==> config.mk <==
export PLATFORM = sky130hd
export DESIGN_NAME = ddr_ser
export DESIGN_NICKNAME = d
export VERILOG_FILES = /design/src/rtl/ddr_pkg.sv /design/src/rtl/ddr_ser.sv
export SDC_FILE = /design/constraint.sdc
export NUM_CORES = 1
export LEC_CHECK = 0
export BUFFER_PORTS_ARGS = -buffer_cell sky130_fd_sc_hd__buf_4
export CAP_MARGIN = 20
export CORE_UTILIZATION = 51
export CTS_CLUSTER_DIAMETER = 30
export CTS_CLUSTER_SIZE = 10
export DETAILED_ROUTE_END_ITERATION = 7
export PLACE_DENSITY_LB_ADDON = 0.08
export SYNTH_ARGS = -nofsm -noshare
export SYNTH_HDL_FRONTEND = slang
export SYNTH_SLANG_ARGS = --single-unit
export TNS_END_PERCENT = 5
==> constraint.sdc <==
create_clock -name CLK -period 1.8 [get_ports CLK]
set_input_delay 0 -clock CLK [delete_from_list [all_inputs] [get_ports CLK]]
set_output_delay 0 -clock CLK [all_outputs]
set_load 0.005 [all_outputs]
==> src/rtl/ddr_pkg.sv <==
// Shared definitions for the DDR serializer/deserializer pair: FSM state
// encoding and a constant-foldable clog2 used for counter sizing.
package ddr_pkg;

    localparam logic [0:0] ST_IDLE  = 1'b0;
    localparam logic [0:0] ST_SHIFT = 1'b1;

    // Ceiling log2; returns 0 for values of 0 or 1.
    function automatic int clog2(input int value);
        int result;
        result = 0;
        for (int v = value - 1; v > 0; v = v >> 1) begin
            result = result + 1;
        end
        return result;
    endfunction

endpackage

==> src/rtl/ddr_ser.sv <==
// Parallel-to-DDR serializer: CLKDV*4-bit words in, one bit pair per CLK out.
// Define DDR_SER_LSB_FIRST_EN to emit the word LSB-first instead of MSB-first.
module ddr_ser
    import ddr_pkg::*;
#(
    parameter int   CLKDV    = 4,
    parameter logic IDLE_BIT = 1'b0
) (
    input  logic                 CLK,
    input  logic                 RST,
    input  logic                 ENABLE,
    input  logic [CLKDV*4-1:0]   DATA,
    input  logic                 DATA_VALID,
    output logic                 DATA_READY,
    output logic [1:0]           DDR_OUT,
    output logic                 BUSY,
    output logic                 UNDERRUN
);

    localparam int              W         = CLKDV * 4;
    localparam int              CW        = (clog2(CLKDV * 2) > 1) ? clog2(CLKDV * 2) : 1;
    localparam logic [CW-1:0]   CNT_LAST  = CW'(CLKDV * 2 - 1);
    localparam logic [CW-1:0]   CNT_ZERO  = CW'(0);
    localparam logic [CW-1:0]   CNT_ONE   = CW'(1);
    localparam logic [1:0]      IDLE_PAIR = {IDLE_BIT, IDLE_BIT};

    logic [0:0]    state_r;
    logic [W-1:0]  sr_r;
    logic [CW-1:0] cnt_r;

    logic          word_end_s;
    logic          handshake_s;
    logic [1:0]    load_pair_s;
    logic [1:0]    shift_pair_s;
    logic [W-1:0]  load_sr_s;
    logic [W-1:0]  shift_sr_s;

    // Handshake: a new word is taken while idle or on the last pair of a word.
    always_comb begin
        word_end_s  = (state_r == ST_SHIFT) && (cnt_r == CNT_ZERO);
        DATA_READY  = ENABLE && ((state_r == ST_IDLE) || word_end_s);
        handshake_s = DATA_VALID && DATA_READY;
    end

    // Bit ordering; the earlier bit of each pair always lands on DDR_OUT[1].
    always_comb begin
`ifdef DDR_SER_LSB_FIRST_EN
        load_pair_s  = {DATA[0], DATA[1]};
        load_sr_s    = DATA >> 2'd2;
        shift_pair_s = {sr_r[0], sr_r[1]};
        shift_sr_s   = sr_r >> 2'd2;
`else
        load_pair_s  = DATA[W-1:W-2];
        load_sr_s    = DATA << 2'd2;
        shift_pair_s = sr_r[W-1:W-2];
        shift_sr_s   = sr_r << 2'd2;
`endif
    end

    // Serializer FSM, shift register, pair counter and registered outputs.
    always_ff @(posedge CLK) begin
        if (RST) begin
            state_r  <= ST_IDLE;
            sr_r     <= {W{1'b0}};
            cnt_r    <= CNT_ZERO;
            DDR_OUT  <= IDLE_PAIR;
            BUSY     <= 1'b0;
            UNDERRUN <= 1'b0;
        end else begin
            case (state_r)
                ST_IDLE: begin
                    if (handshake_s) begin
                        state_r <= ST_SHIFT;
                        sr_r    <= load_sr_s;
                        cnt_r   <= CNT_LAST;
                        DDR_OUT <= load_pair_s;
                        BUSY    <= 1'b1;
                    end else begin
                        DDR_OUT <= IDLE_PAIR;
                        BUSY    <= 1'b0;
                    end
                    UNDERRUN <= 1'b0;
                end
                ST_SHIFT: begin
                    if (cnt_r != CNT_ZERO) begin
                        sr_r     <= shift_sr_s;
                        cnt_r    <= cnt_r - CNT_ONE;
                        DDR_OUT  <= shift_pair_s;
                        UNDERRUN <= 1'b0;
                    end else if (handshake_s) begin
                        // Seamless reload: no idle pair between words.
                        sr_r     <= load_sr_s;
                        cnt_r    <= CNT_LAST;
                        DDR_OUT  <= load_pair_s;
                        BUSY     <= 1'b1;
                        UNDERRUN <= 1'b0;
                    end else begin
                        state_r  <= ST_IDLE;
                        DDR_OUT  <= IDLE_PAIR;
                        BUSY     <= 1'b0;
                        UNDERRUN <= 1'b1;
                    end
                end
                default: begin
                    state_r  <= ST_IDLE;
                    sr_r     <= {W{1'b0}};
                    cnt_r    <= CNT_ZERO;
                    DDR_OUT  <= IDLE_PAIR;
                    BUSY     <= 1'b0;
                    UNDERRUN <= 1'b0;
                end
            endcase
        end
    end

endmodule

==> results.json, run 1 <==
{
  "outcome": "completed",
  "grt_max_degree": 24,
  "grt_pass1_vias": 885,
  "hold-path-endpoint": "cnt_r[0]",
  "synth_edf_count": 0,
  "grt_pass1_wl_mm": 4.098,
  "fmax_mhz": 575.0,
  "design.die.area_mm2": 0.002246,
  "synth_area_leaders": "dfxtp_1 46%, a311oi_1 13%, nand2_1 11%, nor3_1 7.1%, buf_4 2.9%",
  "grt_overflow": 0,
  "fin_cells": 189,
  "min_period_ns": 1.739,
  "final_nets": 185,
  "critical_path_required_ns": 1.80,
  "vias": 1058,
  "cp_max_fo": 20,
  "wirelength_mm": 2.657,
  "yosysMostFrequentCell": "nand2_1",
  "max_stage_delay_ns": 0.35,
  "syn-cell-area_mm2": 0.001051,
  "ys.flop_type": "dfxtp_1",
  "wl_per_cell_um": 14.06,
  "r2r_cells": 6,
  "ys_ff_latch": 24,
  "clock_skew_ns": 0.01763,
  "pwr_density_cell_mw_per_mm2": 839.5,
  "slew_headroom_pct": 55.90,
  "end_kind": "primary output",
  "leakagePower_nw": 0.5809,
  "async_reset_ff_share_pct": 0,
  "yosysTopAreaCellShare_pct": 45.71,
  "design_area_mm2": 0.001474,
  "drtIter0Drc": 19,
  "worstHoldStart": "ENABLE",
  "worstSetupPathDepth": 7,
  "clock_latency_ns": 0.32,
  "die_h_um": 47.40,
  "tns_ns": 0,
  "htree_levels": 1,
  "synthCells": 125,
  "antenna_found_initial": 0,
  "dpl.cell_count": 168,
  "drt_first_pass_iters": 6,
  "cts_tree": "done",
  "yosysUniqueCellTypes": 22,
  "worst_path_max_delay_cell": "dfxtp_1",
  "setup_viol": 0,
  "place.gp.congestion": 0.7963,
  "ctsRootBufferMaster": "clkbuf_4",
  "hold_class": "in -> reg",
  "synth_fp_nets": 147,
  "syn_to_final_growth_pct": 40.24,
  "rows": 16,
  "reg2reg_from": "cnt_r[0]",
  "avgSynthCellArea_um2": 8.408,
  "netlist_top_cells_count": "30 x nand2_1, 24 x dfxtp_1, 15 x a311oi_1, 15 x nor3_1, 5 x a21oi_1",
  "min_path_cells": 3,
  "cts_num_sinks": 24,
  "ys_warn_count": 0,
  "drtAntennaViolNets": 0,
  "hold_viol": 0,
  "fin_util_pct": 75.90,
  "max_cap_violations": 0,
  "hpwlAfterDp_mm": 1.494,
  "finalPower_mw": 1.237,
  "arrival_ns": 1.74,
  "ios": 25,
  "synth_seq_area_share_pct": 45.71,
  "start_util_pct": 54.12,
  "clkTransAtPathRegs_ns": 0.15,
  "synth_top_area_cell": "dfxtp_1",
  "portBuffers": 24,
  "r2r_slack_ns": 0.35,
  "vdd_ir_drop_max_mv": 0.5223,
  "reg2reg_to": "sr_r[7]",
  "worst_slew_pin_slew_ns": 0.6615,
  "clk_path_buf_depth": 2,
  "die_w_um": 47.40,
  "critPathKind": "reg -> out",
  "n_antenna_cell": 0,
  "drc": 0,
  "finalCritPeriodShare_pct": 96.61,
  "place_area_mm2": 0.001239,
  "gr-usage-all-layers_pct": 26.48,
  "crit_path_start_kind": "flop",
  "num-fill-cells": 153,
  "drv_slew": 0,
  "core-area_mm2": 0.001942,
  "via_per_inst": 5.598,
  "path_cells": "inv_2 > ha_4 > or2b_4 > nand2_1 > buf_12 > and2_1 > buf_4",
  "critPathBufInv": 3,
  "drive_above_1_share_pct": 22.84,
  "cts_made_buffers": 3,
  "path_delay_family": "simple AND/OR/NAND/NOR gates"
}
-- layout make-up --
class | count | area (um2) | area share, %
Clock buffer | 3 | 22.52 | 1.528
Clock inverter | 1 | 30.03 | 2.037
Inverter | 4 | 15.01 | 1.019
Multi-Input combinational cell | 86 | 506.7 | 34.38
Sequential cell | 24 | 480.5 | 32.60
Tap cell | 27 | 33.78 | 2.292
Timing Repair Buffer | 44 | 385.4 | 26.15
-- what timing repair did --
item | CTS | global route
hold buffers | 16 | 1
resized for setup | 0 | 4
setup buffers | 0 | 0
hold endpoints to repair | 16 | 1
endpoints found under the setup margin | 0 | 1
-- cell usage in the layout (no fill, tap or decap) --
master,netlist,routed
a21oi_1,5,5
a311oi_1,15,15
a31o_2,1,1
a31oi_1,1,1
and2_1,2,2
and3_1,3,3
buf_12,0,1
buf_4,4,26
bufinv_16,0,1
clkbuf_4,0,3
dfxtp_1,24,24
dlygate4sd3_1,0,17
ha_1,2,1
ha_4,0,1
inv_1,4,2
inv_2,0,2
nand2_1,30,30
nand3_1,3,3
nor2_1,1,1
nor2b_1,1,1
nor3_1,15,15
nor4_1,1,1
o211ai_1,2,2
o21ai_0,2,2
o221a_2,1,1
or2b_4,1,1
-- power breakdown --
part	switching (mW)	leakage [nW]	internal (mW)	total, mW
clock network	0.168	0.0279	0.225	0.394
registers	0.0241	0.197	0.571	0.595
logic	0.123	0.356	0.125	0.248
total	0.315	0.581	0.922	1.24
-- state kept, by name, indices dropped and copies added, names as in the netlist --
register,count
state_r,1
sr_r,16
UNDERRUN,1
cnt_r,3
DDR_OUT,2
BUSY,1
-- kinds of logic after synthesis --
kind of cell / count (synthesis) / share of synthesized area (%)
AOI/OAI and AO/OA: 27 / 19.76
and+or+nand+nor: 57 / 24.88
adders and majority gates: 2 / 2.381
buffers and inverters: 15 / 7.262
DFF: 24 / 45.71
-- layer usage --
metal	global-route usage [%]	wire, um
met5	0	0
met4	10.29	33
met3	5.000	135
met2	41.10	1325
met1	36.13	1163
-- stage by stage --
| step | setup slack [ns] | hold WS [ns] |
|---|---|---|
| 2_1_floorplan | 0.4480 | 0.1103 |
| 3_3_place_gp | 0.4000 | 0.2817 |
| 3_5_place_dp | 0.3097 | 0.2869 |
| 4_1_cts | 0.009281 | 0.00001621 |
| 5_1_grt | -0.01963 | 0.1578 |
| 6_report | 0.06101 | 0.09659 |
-- how the worst max path moves through the flow --
stage	startpoint	endpoint	slack [ns]
detailed placement	cnt_r[0]	sr_r[9]	0.31
floorplan	cnt_r[0]	DDR_OUT[0]	0.45
finish	cnt_r[0]	DATA_READY	0.06
global placement	state_r	cnt_r[2]	0.40
CTS	cnt_r[0]	DATA_READY	0.009
global route	cnt_r[0]	DATA_READY	-0.02
-- tightest hold or removal path: cells and delay by family --
family | cells | cell delay [ns]
and+or+nand+nor | 1 | 0.17
buffers and inverters | 1 | 0.11
AOI/OAI and AO/OA | 1 | 0.11
Note: power is estimated with default switching activity, not from simulation.
==> run 2: changes to the inputs <==
- clock period: 1.8 -> 1.9 ns (I/O delays scaled with it)
==> run 2 against run 1 <==
  * Final cell count shrank 1.1%
  * Clock power shrank 33%
  * Hold slack lost 0.068 ns
  * Critical path depth is the same
  * Combinational power shrank 12%
  * Utilization shrank 2.8 points
  * Sequential share of layout area grew 1.3 points
  * Total power shrank 15%
  * Non-clock buffer count shrank 2
  * Sequential cell count is the same
  * Global-route usage shrank 2.5 points
==> results.json, run 2 (same netlist as run 1, synthesis figures left out) <==
{
  "syn_to_final_growth_pct": 35.00,
  "core-area_mm2": 0.001942,
  "hold_viol": 0,
  "drc": 0,
  "fmax_mhz": 572.7,
  "ios": 25,
  "leakagePower_nw": 0.5605,
  "end_kind": "primary output",
  "cts_made_buffers": 3,
  "portBuffers": 24,
  "design.die.area_mm2": 0.002246,
  "regArea_um2": 480.5,
  "design_area_mm2": 0.001419,
  "max_cap_violations": 0,
  "setup_viol": 0,
  "largest_reg_flops": 16,
  "finalPower_mw": 1.047,
  "final_nets": 183,
  "cp_max_fo": 20,
  "pwr_density_cell_mw_per_mm2": 737.6,
  "tns_ns": 0,
  "hold_class": "in -> reg",
  "min_period_ns": 1.746,
  "drv_slew": 0,
  "die_w_um": 47.40,
  "grt_overflow": 0,
  "clk_path_buf_depth": 2,
  "cts_tree": "done",
  "drive_above_1_share_pct": 20.63,
  "start_util_pct": 54.12,
  "fin_util_pct": 73.07,
  "grt_max_degree": 24,
  "drtAntennaViolNets": 0,
  "clock_latency_ns": 0.30,
  "via_per_inst": 5.492,
  "num-fill-cells": 171,
  "slew_headroom_pct": 54.68,
  "gr-usage-all-layers_pct": 23.96,
  "critPathKind": "reg -> out",
  "post_cts_buffers": 0,
  "place.gp.congestion": 0.7694,
  "drt_first_pass_iters": 4,
  "reg_top3": "sr_r x16, cnt_r x3, DDR_OUT x2",
  "arrival_ns": 1.75,
  "drtIter0Drc": 20,
  "worst_slew_pin_slew_ns": 0.6798,
  "htree_levels": 1,
  "antenna_found_initial": 0,
  "n_antenna_cell": 0,
  "crit_path_start_kind": "flop",
  "grt_pass1_wl_mm": 3.774,
  "hpwlAfterDp_mm": 1.491,
  "multi_input_area_um2": 494.2,
  "final_cell_mix": "30 x nand2_1, 25 x buf_4, 24 x dfxtp_1",
  "finalCritPeriodShare_pct": 91.90,
  "cts_num_sinks": 24,
  "clkTransAtPathRegs_ns": 0.13,
  "vdd_ir_drop_max_mv": 0.5540,
  "rsz0062_at_grt": "no",
  "rows": 16,
  "outcome": "completed",
  "top_register": "sr_r",
  "wirelength_mm": 2.462,
  "clock_skew_ns": 0.004948,
  "critical_path_required_ns": 1.90,
  "hold_slack_ns": 0.02874,
  "final_common_cell": "nand2_1",
  "wl_per_cell_um": 13.17,
  "ctsRootBufferMaster": "clkbuf_4",
  "die_h_um": 47.40,
  "grt_pass1_vias": 862,
  "place_area_mm2": 0.001219,
  "vias": 1027
}
-- run 2: path summary, 6_finish.rpt --
path / startpoint / endpoint / slack (ns) / depth (start not counted)
setup reg to reg: cnt_r[0] / sr_r[7] / 0.41 / 6
hold / removal: RST / BUSY / 0.03 / 2
setup / recovery: cnt_r[0] / DATA_READY / 0.15 / 7
hold reg to reg: BUSY / BUSY / 0.48 / 2
-- run 2: cell type report --
cell class / count / area share (%)
clock buffers: 4 / 2.557
well taps: 27 / 2.381
inverters: 4 / 1.058
flip-flops and latches: 24 / 33.86
multi-input cells: 86 / 34.83
repair buffers: 42 / 25.31
-- run 2: worst max-delay path, cell delays in order, from the launching register on --
cell	delay [ns]
dfxtp_1	0.33
inv_1	0.09
ha_1	0.19
or2b_4	0.31
nand2_1	0.09
buf_6	0.18
and2_1	0.15
buf_4	0.10
-- run 2: metrics by stage --
stage / std cells / setup WS [ns]
CTS: 186 / 0.1014
detailed placement: 167 / 0.3867
global route: 187 / 0.03173
floorplan: 125 / 0.5480
finish: 187 / 0.1540
global placement: 167 / 0.4857
-- run 2: metal layers --
| layer | GRT usage [%] | share of wire (%) | up-vias |
|---|---|---|---|
| met1 | 29.37 | 44 | 492 |
| met2 | 43.01 | 53 | 15 |
| li1 | - | - | 518 |
| met3 | 4.615 | 1.9 | 2 |
| met5 | 0 | 0 | - |
| met4 | 5.143 | 0.49 | 0 |
-- run 2: where the power goes --
group	internal (mW)	total, mW	leakage, nW	switching [mW]
logic	0.109	0.219	0.343	0.110
clock network	0.117	0.265	0.0210	0.148
registers	0.541	0.563	0.197	0.0219
total	0.767	1.05	0.560	0.280
-- run 2: timing repair --
action	in CTS	in global routing
hold endpoints to repair	15	1
gates resized for setup	0	1
endpoints found under the setup margin	0	1
hold buffers	15	1
==> run 3: changes to the inputs <==
- SETUP_SLACK_MARGIN: not set -> 0.2
==> run 3 against run 2 <==
  * Sequential cell count unchanged
  * Utilization is 1.5 points higher
  * Register-to-register slack worse by 0.08 ns
  * Maximum frequency increased by 7.1%
  * Design area increased by 2.0%
  * Hold slack lost 0.0049 ns
  * Non-clock buffer count up 2
  * First-iteration DRC count rose by 25%
  * Via count increased by 3.3%
  * Combinational power up 5%
==> results.json, run 3 (same netlist as run 1, synthesis figures left out) <==
{
  "outcome": "completed",
  "crit_path_start_kind": "flop",
  "reg_top3": "sr_r x16, cnt_r x3, DDR_OUT x2",
  "drv_slew": 0,
  "cts_num_sinks": 24,
  "clkTransAtPathRegs_ns": 0.13,
  "critPathBufInv": 3,
  "grt_max_degree": 24,
  "htree_levels": 1,
  "syn_to_final_growth_pct": 37.74,
  "max_stage_delay_ns": 0.32,
  "hold_slack_ns": 0.02386,
  "critPathKind": "reg -> out",
  "grt_pass1_wl_mm": 3.939,
  "cp_max_fo": 7,
  "hpwlAfterDp_mm": 1.491,
  "final_cell_mix": "29 x nand2_1, 26 x buf_4, 23 x dfxtp_1",
  "vias": 1061,
  "end_kind": "primary output",
  "drc": 0,
  "setup_viol": 0,
  "final_nets": 185,
  "pwr_density_cell_mw_per_mm2": 732.6,
  "wl_per_cell_um": 13.84,
  "clock_skew_ns": 0.002470,
  "drt_first_pass_iters": 4,
  "clk_path_buf_depth": 2,
  "slew_headroom_pct": 55.71,
  "worst_slew_pin_slew_ns": 0.6643,
  "grt_busiest_layer": "met2",
  "ctsRootBufferMaster": "clkbuf_4",
  "die_w_um": 47.40,
  "path_delay_family": "simple AND/OR/NAND/NOR gates",
  "largest_reg_flops": 16,
  "via_per_inst": 5.614,
  "num-fill-cells": 167,
  "place.gp.congestion": 0.7694,
  "critical_path_required_ns": 1.90,
  "portBuffers": 24,
  "antenna_found_initial": 0,
  "path_cells": "inv_1 > ha_4 > or2b_4 > nand2_2 > buf_6 > and2_1 > buf_4",
  "drtAntennaViolNets": 0,
  "cts_tree": "done",
  "core-area_mm2": 0.001942,
  "grt_pass1_vias": 885,
  "grtUsageMet2_pct": 42.74,
  "grtUsageMet3_pct": 4.615,
  "design.die.area_mm2": 0.002246,
  "min_period_ns": 1.630,
  "rows": 16,
  "multi_input_area_um2": 509.2,
  "vdd_ir_drop_max_mv": 0.5455,
  "drtIter0Drc": 25,
  "hold_viol": 0,
  "die_h_um": 47.40,
  "finalCritPeriodShare_pct": 85.78,
  "final_common_cell": "nand2_1",
  "worst_path_max_delay_cell": "dfxtp_1",
  "arrival_ns": 1.63,
  "ios": 25,
  "n_antenna_cell": 0,
  "wirelength_mm": 2.616,
  "rsz0062_at_grt": "no",
  "cts_made_buffers": 3,
  "start_util_pct": 54.12,
  "regArea_um2": 481.7,
  "max_cap_violations": 0,
  "clock_latency_ns": 0.30,
  "top_register": "sr_r",
  "leakagePower_nw": 0.5688,
  "grtUsageMet1_pct": 32.63,
  "gr-usage-all-layers_pct": 25.22,
  "hold_class": "in -> reg",
  "fmax_mhz": 613.6,
  "tns_ns": 0,
  "grt_overflow": 0,
  "drive_above_1_share_pct": 24.07
}
## run 3: what timing repair did
item	4_1_cts	5_1_grt
setup endpoints to repair	1	2
endpoints found under the hold margin	15	1
hold buffers	15	1
setup buffers	1	0
cloned	1	0
pin swaps	0	1
gates resized for setup	2	4
## run 3: path summary, 6_finish.rpt
path | startpoint | end | slack, ns | cells past startpoint
min | RST | BUSY | 0.02 | 2
max reg2reg | cnt_r[1] | sr_r[7] | 0.33 | 7
min reg2reg | BUSY | BUSY | 0.48 | 2
max | cnt_r[1] | DATA_READY | 0.27 | 7
## run 3: power by group
part	switching, mW	internal [mW]
combinational	0.115	0.115
clock	0.148	0.117
sequential	0.0232	0.542
## run 3: per-stage QoR
stage,instances,power (mW),setup WS (ns),util [%],instance area (um2)
finish,189,1.061,0.2702,74.55,1448
floorplan,125,0.7023,0.5480,-,1051
CTS,188,1.053,0.2124,73.32,1424
detailed placement,167,0.7637,0.3867,62.76,1219
global route,189,1.114,0.1976,74.55,1448
global placement,167,0.7563,0.4857,62.76,1219
## run 3: layer usage
layer	part of all wire (%)	wire, um
met2	54	1400
met3	3.2	83
met1	43	1119
met4	0.46	12
met5	0	0
## run 3: cell type report
type                    instances  area share [%]
multi-input cells              86           35.18
inverters                       4           1.037
repair buffers                 44           25.67
flip-flops and latches         24           33.28
clock buffers                   4           2.506
well taps                      27           2.334
